==> src/rtl/output_port_allocator_pkg.sv <==
// Shared types for the router output-port allocator and its round-robin picker.
package output_port_allocator_pkg;

    localparam int unsigned NUM_OF_PORTS = 5;
    localparam int unsigned PORT_IDX_W   = $clog2(NUM_OF_PORTS);

    typedef enum logic [1:0] {
        HEAD,
        BODY,
        TAIL,
        HEAD_TAIL
    } flit_type_t;

    typedef logic [PORT_IDX_W-1:0] port_idx_t;

    typedef enum logic {
        ALLOC_IDLE,
        ALLOC_LOCKED
    } alloc_state_t;

endpackage

==> src/rtl/output_port_allocator_rr_picker.sv <==
// Combinational round-robin picker: first set request at or above ptr, wrapping to 0.
module output_port_allocator_rr_picker
    import output_port_allocator_pkg::*;
#(
    parameter int unsigned N     = NUM_OF_PORTS,
    parameter int unsigned IDX_W = PORT_IDX_W
) (
    input  logic [N-1:0]     req,
    input  logic [IDX_W-1:0] ptr,
    output logic [N-1:0]     grant,
    output logic [IDX_W-1:0] grant_idx,
    output logic             any
);

    // Two descending sweeps: the wrapped region (below ptr) first, then the region at or
    // above ptr, so the last write is the lowest index at/above ptr when one exists.
    always_comb begin
        grant     = '0;
        grant_idx = '0;
        any       = 1'b0;
        for (int c = int'(N) - 1; c >= 0; c--) begin
            if (req[c] && (IDX_W'(c) < ptr)) begin
                grant     = '0;
                grant[c]  = 1'b1;
                grant_idx = IDX_W'(c);
                any       = 1'b1;
            end
        end
        for (int c = int'(N) - 1; c >= 0; c--) begin
            if (req[c] && (IDX_W'(c) >= ptr)) begin
                grant     = '0;
                grant[c]  = 1'b1;
                grant_idx = IDX_W'(c);
                any       = 1'b1;
            end
        end
    end

endmodule

==> src/rtl/output_port_allocator.sv <==
// Per-output wormhole switch allocator: round-robin head arbitration, packet lock
// from head to tail, transfer gated by downstream on/off.
module output_port_allocator
    import output_port_allocator_pkg::*;
#(
    parameter int unsigned NUM_PORTS   = NUM_OF_PORTS,
    parameter int unsigned PORT_ID     = 0,
    parameter bit          ALLOW_UTURN = 1'b0
) (
    input  logic                         clk,
    input  logic                         reset_n,
    input  logic [NUM_PORTS-1:0]         i_req,
    input  logic [NUM_PORTS-1:0]         i_head,
    input  logic [NUM_PORTS-1:0]         i_tail,
    input  logic                         i_downstream_on,
    output logic [NUM_PORTS-1:0]         o_grant,
    output logic [$clog2(NUM_PORTS)-1:0] o_grant_idx,
    output logic                         o_locked,
    output logic [NUM_PORTS-1:0]         o_fire,
    output logic                         o_fire_tail
);

    localparam int unsigned IDX_W = $clog2(NUM_PORTS);
    localparam logic [NUM_PORTS-1:0] UTURN_MASK =
        ALLOW_UTURN ? '0 : (NUM_PORTS'(1) << PORT_ID);

    alloc_state_t         state_q, state_d;
    logic [IDX_W-1:0]     ptr_q, ptr_d;
    logic [IDX_W-1:0]     idx_q, idx_d;
    logic [NUM_PORTS-1:0] grant_q, grant_d;

    logic [NUM_PORTS-1:0] elig;
    logic [NUM_PORTS-1:0] pick_grant;
    logic [IDX_W-1:0]     pick_idx;
    logic                 pick_any;
    logic                 owner_req;
    logic                 owner_tail;
    logic                 xfer;

    // Only head flits may open a packet; our own input is masked unless U-turns are allowed.
    assign elig = i_req & i_head & ~UTURN_MASK;

    output_port_allocator_rr_picker #(
        .N     (NUM_PORTS),
        .IDX_W (IDX_W)
    ) u_picker (
        .req       (elig),
        .ptr       (ptr_q),
        .grant     (pick_grant),
        .grant_idx (pick_idx),
        .any       (pick_any)
    );

    // Owner's request/tail selected through the one-hot grant (zero when idle).
    assign owner_req  = |(i_req & grant_q);
    assign owner_tail = |(i_tail & grant_q);
    assign xfer       = (state_q == ALLOC_LOCKED) && owner_req && i_downstream_on;

    // State, round-robin pointer and owner registers.
    always_ff @(posedge clk or negedge reset_n) begin
        if (!reset_n) begin
            state_q <= ALLOC_IDLE;
            ptr_q   <= '0;
            idx_q   <= '0;
            grant_q <= '0;
        end else begin
            state_q <= state_d;
            ptr_q   <= ptr_d;
            idx_q   <= idx_d;
            grant_q <= grant_d;
        end
    end

    // Next state: arbitrate in IDLE, hold the owner until its tail flit transfers.
    always_comb begin
        state_d = state_q;
        ptr_d   = ptr_q;
        idx_d   = idx_q;
        grant_d = grant_q;
        case (state_q)
            ALLOC_IDLE: begin
                if (pick_any) begin
                    state_d = ALLOC_LOCKED;
                    grant_d = pick_grant;
                    idx_d   = pick_idx;
                end
            end
            ALLOC_LOCKED: begin
                if (xfer && owner_tail) begin
                    state_d = ALLOC_IDLE;
                    grant_d = '0;
                    idx_d   = '0;
                    ptr_d   = (idx_q == IDX_W'(NUM_PORTS - 1)) ? '0 : idx_q + IDX_W'(1);
                end
            end
            default: begin
                state_d = ALLOC_IDLE;
                grant_d = '0;
                idx_d   = '0;
            end
        endcase
    end

    // Transfer strobes follow the current owner, inputs and downstream state in the same cycle.
    always_comb begin
        o_fire      = '0;
        o_fire_tail = 1'b0;
        if (xfer) begin
            o_fire      = grant_q;
            o_fire_tail = owner_tail;
        end
    end

    assign o_grant     = grant_q;
    assign o_grant_idx = idx_q;
    assign o_locked    = (state_q == ALLOC_LOCKED);

    a_grant_onehot0 : assert property (@(posedge clk) disable iff (!reset_n)
        $onehot0(o_grant));
    a_fire_owner_only : assert property (@(posedge clk) disable iff (!reset_n)
        (o_fire & ~o_grant) == '0);
    a_lock_matches_grant : assert property (@(posedge clk) disable iff (!reset_n)
        o_locked == (o_grant != '0));

endmodule

==> config.mk <==
export PLATFORM = sky130hd
export DESIGN_NAME = output_port_allocator
export DESIGN_NICKNAME = d
export VERILOG_FILES = /design/src/rtl/output_port_allocator_pkg.sv /design/src/rtl/output_port_allocator_rr_picker.sv /design/src/rtl/output_port_allocator.sv
export SDC_FILE = /design/constraint.sdc
export NUM_CORES = 1
export LEC_CHECK = 0
export ABC_CLOCK_PERIOD_IN_PS = 1700
export CAP_MARGIN = 20
export CELL_PAD_IN_SITES_DETAIL_PLACEMENT = 0
export CELL_PAD_IN_SITES_GLOBAL_PLACEMENT = 1
export CORE_UTILIZATION = 31
export CTS_BUF_LIST = sky130_fd_sc_hd__clkbuf_2
export CTS_CLUSTER_SIZE = 8
export DETAILED_ROUTE_END_ITERATION = 16
export GPL_ROUTABILITY_DRIVEN = 0
export HOLD_SLACK_MARGIN = 0.12
export PLACE_DENSITY_LB_ADDON = 0.1
export SYNTH_ARGS = -nofsm -noshare
export SYNTH_HDL_FRONTEND = slang
export SYNTH_SLANG_ARGS = --single-unit
==> constraint.sdc <==
create_clock -name clk -period 1.7 [get_ports clk]
set_input_delay 0.34 -clock clk [delete_from_list [all_inputs] [get_ports clk]]
set_output_delay 0.34 -clock clk [all_outputs]
set_load 0.05 [all_outputs]
==> metrics.csv, run 1 <==
metric,value,unit
outcome,finished with violations,
violated checks,negative setup slack,
Max clock buf depth,2,
"wirelength, routed",2100,microns
Ant. Diodes,0,
PnR worst setup slack,-0.0224,ns
GRT overflow,0,
Final Util,58.7,%
first-pass GRT wire length,3640,microns
num rows,17,
initial core utilization,33.4,%
antenna-violating nets left,0,
pwr dens,1190,nW/um^2
HP Class,input pin to asynchronous set/reset pin,
CP Class,input pin to primary output,
ys flop type,dfrtp_1,
Synth area leaders,"dfrtp_1 (34%), nand2_1 (4.5%), and2_2 (4.0%)",
mapped cell area,746,sq um
min cycle time layout,1.72,ns
synthesis-stage register bit count,10,
port bufs,27,
# setup viols final,1,
MaxCap Viol Count,0,
max incr delay on CP,0.40,ns
most frequent cells in the layout,"buf_4 (32), clkdlybuf4s50_1 (8), nand2_1 (7), nor2_1 (7), buf_12 (7)",
CTS buffer count,3,
via count,815,
Worst Clk Skew,0.00662,ns
initial antenna violation count,0,
final period utilization,101,%
arrival time of the worst setup path,1.38,ns
clk root buf,clkbuf_2,
"Req. time, crit path",1.36,ns
Residual DRC,0,
CP startpoint kind,input pin,
fraction of layout cells with a size suffix above 1,47.0,%
core box area,2230,sq um
crit-path cells,clkdlybuf4s50_1 -> a22oi_1 -> nand2_1 -> nand2_2 -> clkinvlp_4 -> buf_12,
Layout Nets,155,
leakage,0.603,nW
post-synthesis sequential area ratio,33.6,%
crit end category,primary output,
leading area contributor after synthesis,dfrtp_1,
Post-Syn Instances,81,
WL/cell,13.0,microns
pin count of the biggest net entering global routing,11,
CTS sink count,10,
"Distinct cells, synth",35,
CP max FO,2,
Pwr Total,1.56,mW
die width,51.0,microns
router iterations before antenna repair,4,
Fmax,581,MHz
share of flip-flops with an asynchronous set or reset,100,%
CP max stage cell,clkdlybuf4s50_1,
# IOs,33,
GR Util All Layers,18.3,%
Hold Fails Final Rpt,0,
worst vdd ir,0.685,mV
vias per cell,5.03,
filler cell count,199,
DR iter-0 viols,33,
RSZ-0062 raised after global routing,yes,
Syn-to-layout area delta,75.8,%
Die ar.,2610,sq um
vias in the first global route,800,
"EDFF count, synth",0,
HPWL after detailed placement,1670,microns
max-slew violations,0,
height of the chip,51.0,microns
Skew-Pair Late Insertion Delay,0.24,ns
CTS tree,built,
syn_area_per_cell,9.21,sq um
"Warnings, synthesis",0,
CTS H-tree depth,1,
Post-CTS Hold Buffers,0,
top cell type's share of synthesized area,33.6,%
area occupied by multi-input gates,464,sq um
Register Area,256,sq um
"most common cell after layout, fill and taps aside",buf_4,
Clock Pin Slew Worst Setup and Hold Paths,0.10,ns
==> report_power, final <==
part	internal, mW	total, mW	switching (mW)
clock network	0.0625	0.141	0.0785
logic	0.462	0.970	0.508
registers	0.322	0.454	0.132
==> kinds of logic (layout without fill, tap and decap cells) <==
family | Yosys count | after routing | share of synthesized area [%]
other cells | 1 | 2 | 0.503
buf+inv | 9 | 61 | 6.71
compound gates | 27 | 27 | 30.7
flops | 10 | 10 | 33.6
simple gates | 29 | 29 | 20.8
fa+ha+maj | 2 | 2 | 3.36
mux | 3 | 3 | 4.36
==> final timing paths <==
check	cells past startpoint	slack [ns]	start	endpoint
min in group clk	1	0.58	o_grant[4]	o_grant[4]
hold / removal	1	0.40	reset_n	o_grant_idx[1]
setup / recovery	6	-0.02	i_tail[1]	o_fire_tail
max in group asynchronous	1	0.95	reset_n	o_locked
hold reg to reg	1	0.58	o_grant[4]	o_grant[4]
setup reg to reg	7	0.08	o_grant[3]	ptr_q[0]
==> synth_stat cells, types with 2 or more instances <==
| library cell | instances |
|---|---|
| a32o_1 | 2 |
| mux2_2 | 2 |
| ha_1 | 2 |
| inv_1 | 4 |
| a21oi_1 | 2 |
| nand2_1 | 9 |
| nor2_1 | 7 |
| dfrtp_1 | 10 |
| buf_4 | 4 |
| nor4b_1 | 2 |
| o22ai_1 | 2 |
| a22o_2 | 2 |
| a31oi_1 | 3 |
| o21a_1 | 2 |
| and2_2 | 4 |
| o21ai_0 | 3 |
| a22oi_1 | 3 |
==> metrics by stage <==
| stage | setup slack, ns | std cells | area [sq um] | TNS, ns | hold WS [ns] |
|---|---|---|---|---|---|
| 2_1_floorplan | 0.00247 | 82 | 767 | 0 | 0.0444 |
| 3_5_place_dp | -0.243 | 148 | 1210 | -2.75 | 0.552 |
| 4_1_cts | -0.0677 | 154 | 1250 | -0.104 | 0.414 |
| 5_1_grt | -0.0843 | 162 | 1310 | -0.267 | 0.422 |
| 3_3_place_gp | -0.242 | 148 | 1210 | -2.72 | 0.544 |
| 6_report | -0.0224 | 162 | 1310 | -0.0224 | 0.403 |
==> repair_timing <==
action | in CTS | in global routing
pin swaps | 7 | 5
gates resized for setup | 11 | 1
buffers inserted | 2 | 8
setup endpoints to repair | 5 | 5
==> final cells by class <==
type | count | area share [%]
timing repair buffer | 53 | 39.4
multi-input combinational | 63 | 35.4
sequential | 10 | 19.6
tap | 28 | 2.67
clock buffer | 4 | 1.53
inverter | 4 | 1.43
==> sequential cells by signal (all words and copies together) (netlist names) <==
| name | cells |
|---|---|
| o_grant_idx | 2 |
| o_grant | 4 |
| o_locked | 1 |
| ptr_q | 3 |
==> worst max-delay path, delay by kind of cell <==
kind | cells | cell delay (ns)
AOI/OAI and AO/OA | 1 | 0.17
buffers and inverters | 3 | 0.65
and+or+nand+nor | 2 | 0.22
==> per-layer routing <==
metal | track usage, % | share of wire [%]
met1 | 24.4 | 46
met2 | 29.4 | 46
met3 | 3.57 | 7.6
met4 | 6.02 | 0.38
met5 | 0 | 0
Note: power is estimated with default switching activity, not from simulation.
==> run 2: changes to the inputs <==
--- a/config.mk
+++ b/config.mk
@@ -7,9 +7,9 @@
 export LEC_CHECK = 0
 export ABC_CLOCK_PERIOD_IN_PS = 1700
 export CAP_MARGIN = 20
-export CELL_PAD_IN_SITES_DETAIL_PLACEMENT = 0
-export CELL_PAD_IN_SITES_GLOBAL_PLACEMENT = 1
-export CORE_UTILIZATION = 31
+export CELL_PAD_IN_SITES_DETAIL_PLACEMENT = 1
+export CELL_PAD_IN_SITES_GLOBAL_PLACEMENT = 2
+export CORE_UTILIZATION = 24
 export CTS_BUF_LIST = sky130_fd_sc_hd__clkbuf_2
 export CTS_CLUSTER_SIZE = 8
 export DETAILED_ROUTE_END_ITERATION = 16
==> metrics.csv, run 2 (synthesis gave the netlist of run 1 again) <==
metric,value,unit
outcome,finished with violations,
violated checks,"design-rule violations, negative setup slack",
Final Util,45.7,%
"Req. time, crit path",1.36,ns
Post-CTS Hold Buffers,0,
arrival time of the worst setup path,1.41,ns
GR Util All Layers,17.7,%
die width,57.7,microns
Fmax,570,MHz
final std cells w/o fill,161,
Setup TNS Final,-0.0946,ns
crit end category,primary output,
via count,835,
leakage,0.581,nW
Max clock buf depth,2,
# setup viols final,5,
initial antenna violation count,0,
RSZ-0062 raised after global routing,yes,
worst vdd ir,0.551,mV
fraction of layout cells with a size suffix above 1,45.4,%
# IOs,33,
port bufs,27,
router iterations before antenna repair,10,
height of the chip,57.7,microns
CTS H-tree depth,1,
initial core utilization,26.1,%
dpl ws,-0.261,ns
"most common cell after layout, fill and taps aside",buf_4,
Placed Cells,153,
final period utilization,103,%
WL/cell,16.2,microns
CP Class,flop to primary output,
pwr dens,1220,nW/um^2
max-slew violations,0,
Skew-Pair Late Insertion Delay,0.26,ns
MaxCap Viol Count,0,
Layout Nets,151,
"setup slack, reg-to-reg",0.06,ns
vias in the first global route,896,
Ant. Diodes,0,
pin count of the biggest net entering global routing,11,
HP Class,input pin to asynchronous set/reset pin,
CTS tree,built,
first-pass GRT wire length,4360,microns
PnR worst setup slack,-0.0544,ns
CTS sink count,10,
filler cell count,339,
clk root buf,clkbuf_2,
antenna-violating nets left,0,
Hold Fails Final Rpt,0,
CTS buffer count,3,
most frequent cells in the layout,"buf_4 (25), clkdlybuf4s50_1 (9), buf_12 (8), nand2_1 (7), nor2_1 (7)",
Residual DRC,3,
min cycle time layout,1.75,ns
Clock Pin Slew Worst Setup and Hold Paths,0.11,ns
"wirelength, routed",2610,microns
vias per cell,5.19,
CP max FO,6,
Worst Clk Skew,0.00893,ns
Die ar.,3330,sq um
Syn-to-layout area delta,74.7,%
DR iter-0 viols,36,
core box area,2850,sq um
HPWL after detailed placement,2090,microns
CP startpoint kind,flop,
num rows,19,
GRT overflow,0,
Largest register FFs,4,
run 2: repair_timing:
action	CTS	global route
buffers inserted	3	1
pin swaps	6	3
gates cloned	0	0
gates resized for setup	11	3
setup endpoints to repair	5	9
run 2: through the flow:
stage / power [mW] / cell area, sq um / hold WS [ns]
floorplan: 1.01 / 767 / 0.0444
global placement: 1.40 / 1240 / 0.564
detailed placement: 1.42 / 1240 / 0.565
CTS: 1.58 / 1290 / 0.403
global route: 1.71 / 1300 / 0.410
finish: 1.59 / 1300 / 0.397
run 2: worst paths after layout:
check	startpoint	cells past startpoint	to
setup / recovery	o_grant[4]	5	o_fire_tail
hold / removal	reset_n	1	o_grant_idx[0]
setup reg to reg	o_grant[4]	7	o_grant[2]
hold reg to reg	o_grant[2]	1	o_grant[2]
max in group asynchronous	reset_n	1	o_locked
min in group clk	o_grant[2]	1	o_grant[2]
run 2: layer usage:
metal	up-vias	GRT usage, %	part of all wire (%)
met5	-	0	0
met4	0	9.18	2.3
met3	4	2.46	4.2
met2	31	30.9	48
met1	401	21.1	45
li1	399	-	-
run 2: final cells by class:
| cell class | count | area, sq um | share of cell area [%] |
|---|---|---|---|
| timing repair buffer | 49 | 504 | 38.7 |
| multi-input combinational | 63 | 464 | 35.6 |
| sequential | 10 | 258 | 19.8 |
| tap | 31 | 38.8 | 2.98 |
| inverter | 4 | 18.8 | 1.44 |
| clock buffer | 3 | 15.0 | 1.15 |
| clock inverter | 1 | 3.75 | 0.288 |
run 2: worst max-delay path, stage by stage, from the launching register on:
cell and delay [ns]:
dfrtp_2 0.46, a22oi_2 0.23, a21oi_4 0.12, nand2_2 0.11
clkinvlp_4 0.10, buf_12 0.15
run 2: where the power goes:
part	leakage (nW)	switching (mW)	total, mW	internal (mW)
sequential	0.118	0.125	0.450	0.325
combinational	0.450	0.541	1.01	0.466
clock	0.0140	0.0837	0.135	0.0511
